===== config.mk =====
export PLATFORM = sky130hd
export DESIGN_NAME = spi_fsm
export DESIGN_NICKNAME = d
export VERILOG_FILES = /design/src/rtl/spi_fsm.sv
export SDC_FILE = /design/constraint.sdc
export NUM_CORES = 1
export LEC_CHECK = 0
export CORE_MARGIN = 4
export CORE_UTILIZATION = 42
export DETAILED_ROUTE_END_ITERATION = 10
export PLACE_DENSITY = 0.69
export SLEW_MARGIN = 0
export SYNTH_ARGS = -nofsm -noshare
export SYNTH_HDL_FRONTEND = slang
export SYNTH_SLANG_ARGS = --single-unit

===== constraint.sdc =====
create_clock -name clk -period 3 [get_ports clk]
set_clock_uncertainty 0.05 [all_clocks]
set_input_delay 0.3 -clock clk [delete_from_list [all_inputs] [get_ports clk]]
set_output_delay 0.3 -clock clk [all_outputs]
set_load 0.005 [all_outputs]

===== src/rtl/spi_fsm.sv =====
// Transfer sequencer for the SPI peripheral: one address/R-W byte, then one data byte.
// Define SPI_FSM_ABORT_EN to let chip-select deassertion abort a transfer in progress.
module spi_fsm #(
    parameter int unsigned BITS = 8
) (
    input  logic            clk,
    input  logic            rst_n,
    input  logic            cs,
    input  logic            sclk_pos,
    input  logic            sclk_neg,
    input  logic [BITS-1:0] sr_out,
    output logic            addr_we,
    output logic            sr_we,
    output logic            dm_we,
    output logic            miso_buff,
    output logic            busy
);

    localparam int unsigned CW = $clog2(BITS + 1);
    localparam logic [CW-1:0] LAST = CW'(BITS - 1);

    localparam logic [2:0] S_IDLE        = 3'd0;
    localparam logic [2:0] S_GET_ADDR    = 3'd1;
    localparam logic [2:0] S_GOT_ADDR    = 3'd2;
    localparam logic [2:0] S_READ_LOAD   = 3'd3;
    localparam logic [2:0] S_READ_SEND   = 3'd4;
    localparam logic [2:0] S_WRITE_GET   = 3'd5;
    localparam logic [2:0] S_WRITE_STORE = 3'd6;
    localparam logic [2:0] S_DONE        = 3'd7;

    logic [2:0]    r_state;
    logic [2:0]    w_state_nxt;
    logic [CW-1:0] r_cnt;
    logic [CW-1:0] w_cnt_nxt;
    logic          r_addr_we;
    logic          r_sr_we;
    logic          r_dm_we;
    logic          r_miso_buff;
    logic          r_busy;

    // Only the R/W bit of the shift register matters to sequencing.
    logic w_unused_sr;
    assign w_unused_sr = ^sr_out[BITS-1:1];

    // State, counter and output registers; outputs are decoded from the next state.
    always_ff @(posedge clk or negedge rst_n) begin
        if (!rst_n) begin
            r_state     <= S_IDLE;
            r_cnt       <= '0;
            r_addr_we   <= 1'b0;
            r_sr_we     <= 1'b0;
            r_dm_we     <= 1'b0;
            r_miso_buff <= 1'b0;
            r_busy      <= 1'b0;
        end else begin
            r_state     <= w_state_nxt;
            r_cnt       <= w_cnt_nxt;
            r_addr_we   <= (w_state_nxt == S_GOT_ADDR);
            r_sr_we     <= (w_state_nxt == S_READ_LOAD);
            r_dm_we     <= (w_state_nxt == S_WRITE_STORE);
            r_miso_buff <= (w_state_nxt == S_READ_SEND);
            r_busy      <= (w_state_nxt != S_IDLE);
        end
    end

    // Next-state and counter logic.
    always_comb begin
        w_state_nxt = r_state;
        w_cnt_nxt   = r_cnt;
        case (r_state)
            S_IDLE: begin
                if (!cs) begin
                    w_state_nxt = S_GET_ADDR;
                    w_cnt_nxt   = '0;
                end
            end
            S_GET_ADDR: begin
                if (sclk_pos) begin
                    w_cnt_nxt = r_cnt + CW'(1);
                    if (r_cnt == LAST) w_state_nxt = S_GOT_ADDR;
                end
            end
            S_GOT_ADDR: begin
                w_cnt_nxt   = '0;
                w_state_nxt = sr_out[0] ? S_READ_LOAD : S_WRITE_GET;
            end
            S_READ_LOAD: w_state_nxt = S_READ_SEND;
            S_READ_SEND: begin
                if (sclk_neg) begin
                    w_cnt_nxt = r_cnt + CW'(1);
                    if (r_cnt == LAST) w_state_nxt = S_DONE;
                end
            end
            S_WRITE_GET: begin
                if (sclk_pos) begin
                    w_cnt_nxt = r_cnt + CW'(1);
                    if (r_cnt == LAST) w_state_nxt = S_WRITE_STORE;
                end
            end
            S_WRITE_STORE: w_state_nxt = S_DONE;
            S_DONE: begin
                if (cs) w_state_nxt = S_IDLE;
            end
            default: begin
                w_state_nxt = S_IDLE;
                w_cnt_nxt   = '0;
            end
        endcase
`ifdef SPI_FSM_ABORT_EN
        // Chip-select release overrides everything, including a final counted pulse.
        if (cs && (r_state != S_IDLE)) begin
            w_state_nxt = S_IDLE;
            w_cnt_nxt   = '0;
        end
`endif
    end

    assign addr_we   = r_addr_we;
    assign sr_we     = r_sr_we;
    assign dm_we     = r_dm_we;
    assign miso_buff = r_miso_buff;
    assign busy      = r_busy;

endmodule

==> impl_results.md <==
- Number of instances in the synthesized netlist: 58
- Highest clock rate: 567 MHz
- Chip width: approximately 47 µm
- Pwr Density: between 800 and 900 nW/µm²
- Deepest level of the CTS H-tree: 1
- Sequential area share after synthesis: 0.477
- Avg Cell Area, Syn: 10.9 µm²
- Total standard cell area after synthesis: 629 µm²
- Total iterations of the first detailed-routing run: 4
- Die Ht: 46.7 µm
- Growth of design area from synthesis to finish: 21.5%
- Diodes inserted: 0
- Dominant register cell in the synthesized netlist: dfrtp_1
- CP max FO: 5
- Tcrit/Tclk final: 0.588
- Placed wire-length estimate after detailed placement: roughly 840 µm
- Number of distinct library cells after synthesis: 37
- Post-cts repair resize count: 0
- Worst setup margin: around 1.2 ns
- Per-cell via count in the routed design: 5.63
- GRT Resource Usage Total: 0.130
- Peak per-stage delay on the critical path: 0.39 ns
- Max cap viols: 0
- Count of clock tree sinks: 12
- TritonCTS buffer count: 3
- Post-DR wirelength/cell: 13.7 µm
- Crit Reg-Reg Endpoint: busy
- Peak ir drop on the vdd network: 0.000724 V
- Met1 GRT Util: 0.151
- Most repeated cell in the gate-level netlist after synthesis: dfrtp_1
- GR met2 Demand/Resource: 0.198
- Clock tree buffer depth: 2
- Slew Limit Fails: 0
- Switching share of total power: 0.360
- Crit Path Class: flip-flop to flip-flop
- Synthesized Nets: 72
- Register-to-register setup slack: 1.24 ns
- Part of the total power dissipated in combinational logic: 0.372
- Routability congestion estimate: a little under 0.8
- Startpoint type of the worst setup path: flip-flop
- Number of placement rows: 13
- I/O pins: 18
- Number of nets in the finished design: 84
- Cell accounting for the most synthesized area: dfrtp_1
- Proportion of netlist area held by the largest area contributor: 0.477
- Placeable Area: 1350 µm²
- Final Hold Violating Endpoints: 0
- Post-synthesis async set-or-reset flop share: 1.00
- Setup fix buffers added after clock tree synthesis: 0
- CTS Hold Buffers Added: 0
- Worst min-delay path class: input pin to async pin
- Count of vias placed by the detailed router: 473
- Reg2reg path depth: 5
- Met3 capacity usage during global routing: 0.0742
- Largest net degree at the start of global routing: 14
- First-pass GRT wire length: 1880 µm
- Internal Pwr Total: 425 µW
- Total die area: 2180 µm²
- Share of power burned in the clock network: 0.195
- Effective utilization at floorplan: 0.466
- Kind of cell with the highest combined delay on the critical path: simple AND/OR/NAND/NOR gates
- Library cell used as clock root buffer: clkbuf_4
- DRC violation total after the first TritonRoute iteration: 12
- CP Data Required Time: 3.10 ns
- Ys Warns: 0
- Proportion of power drawn by flip-flops and latches: 0.433
- Status: completed
- Buffers on Ports: 10
- Remaining global-route overflow: 0
- Max-slew headroom: 0.661
- Number of remaining DRC errors: 0
- Critical Path, Cell by Cell: ha_1 > and4b_1 > nor3b_1 > o32a_1 > or3_1
- Endpoints failing setup: 0
- Global-route layer with the greatest usage: met2
- Cells taking the most area after synthesis: dfrtp_1 (48%), mux2i_1 (3.2%), a31oi_1 (3.0%)
- Slowest stage cell, crit path: dfrtp_1
- Setup tns final: 0 ns
- Reg clk slew, reported paths: 0.08 ns
- RSZ-0062 raised after global routing: false
- Source-to-sink clock delay at the later pin of the worst-skew pair: 0.28 ns
- Net switching power: between 200 and 250 µW
- Kind of capture point of the worst setup path: flip-flop
- Static Leakage: 0.334 nW
- Arrival time at the worst endpoint: 1.87 ns
- Vias in the first global route: about 440
- Worst slack at placement: 1.05 ns
- Share of layout cells above drive strength 1: 0.159
- Clock tree from TritonCTS: done
- #FFs+latches synth: 12
- Most frequent cells after synthesis: dfrtp_1 (12), nand2_1 (5), a31oi_1 (3)
- WP buf/inv: 0
- Initial antenna violation count: 0
- Antenna violation net count after detailed routing: 0
- Worst reg2reg startpoint: r_cnt[0]
- Min Tclk post-route: roughly 1.8 ns
- Transition time at the pin with the least slew margin: 0.507 ns
- Count of flip-flops with a built-in enable after synthesis: 0
- Drt total wl: about 1100 µm
layer usage:
metal | vias to the layer above | wire length [µm]
met5 | - | 0
met4 | 0 | 12
met3 | 2 | 83
met2 | 9 | 498
met1 | 222 | 554
li1 | 240 | -
power by group through the flow:
stage	Combinational [mW]	Clock [mW]	Sequential (mW)
after global placement	0.246	0	0.290
after CTS	0.249	0.131	0.287
final	0.247	0.130	0.288
after detailed placement	0.249	0	0.289
after global routing	0.276	0.140	0.299
after floorplan	0.229	0	0.250
worst register-to-register path: stages, from the launching register on:
cell and delay (ns):
dfrtp_1 0.39, ha_1 0.24, and4b_1 0.27, nor3b_1 0.06
o32a_1 0.33, or3_1 0.31
cell usage in the layout, fill, tap and decap left out, types with 2 or more instances in the layout:
| cell type | count |
|---|---|
| dfrtp_1 | 12 |
| clkdlybuf4s50_1 | 10 |
| nand2_1 | 5 |
| a31oi_1 | 3 |
| clkbuf_4 | 3 |
| a21oi_1 | 2 |
| nor2_1 | 2 |
| nor3b_1 | 2 |
| mux2i_1 | 2 |
area by class of cell:
cell class                 instances  area, µm²
multi-input combinational         42        305
sequential                        12        300
clock buffer                       4       36.3
fill                             112        586
timing repair buffer              10        100
inverter                           1       3.75
tap                               15       18.8
stage by stage:
stage / hold slack [ns] / total power [mW] / std cells / area (µm²) / utilization
after floorplan: -0.0456 / 0.479 / 58 / 629 / -
after CTS: 0.333 / 0.667 / 84 / 764 / 0.566
after detailed placement: 0.442 / 0.538 / 80 / 728 / 0.539
after global routing: 0.340 / 0.715 / 84 / 764 / 0.566
final: 0.297 / 0.664 / 84 / 764 / 0.566
after global placement: 0.441 / 0.536 / 80 / 728 / 0.539
sequential cells by signal (all words and copies together) (netlist names):
| name | count |
|---|---|
| miso_buff | 1 |
| r_cnt | 4 |
| dm_we | 1 |
| busy | 1 |
| r_state | 3 |
| sr_we | 1 |
| addr_we | 1 |
how the worst max path moves through the flow:
stage | cells past startpoint | from | slack, ns | endpoint
4_1_cts | 5 | r_cnt[0] | 1.25 | busy
3_5_place_dp | 5 | cs | 1.05 | busy
3_3_place_gp | 5 | sclk_pos | 1.07 | busy
5_1_grt | 5 | r_cnt[1] | 1.18 | busy
2_1_floorplan | 5 | r_cnt[0] | 1.38 | busy
6_report | 5 | r_cnt[0] | 1.24 | busy
cell families (layout without fill, tap and decap cells):
logic type      Yosys count  count (layout)  share of synthesized area
compound gates           15              15                      0.175
fa+ha+maj                 1               1                     0.0199
buf+inv                   4              15                     0.0378
flops                    12              12                      0.477
mux                       2               2                     0.0318
simple gates             24              24                      0.258
Note: power is estimated with default switching activity, not from simulation.
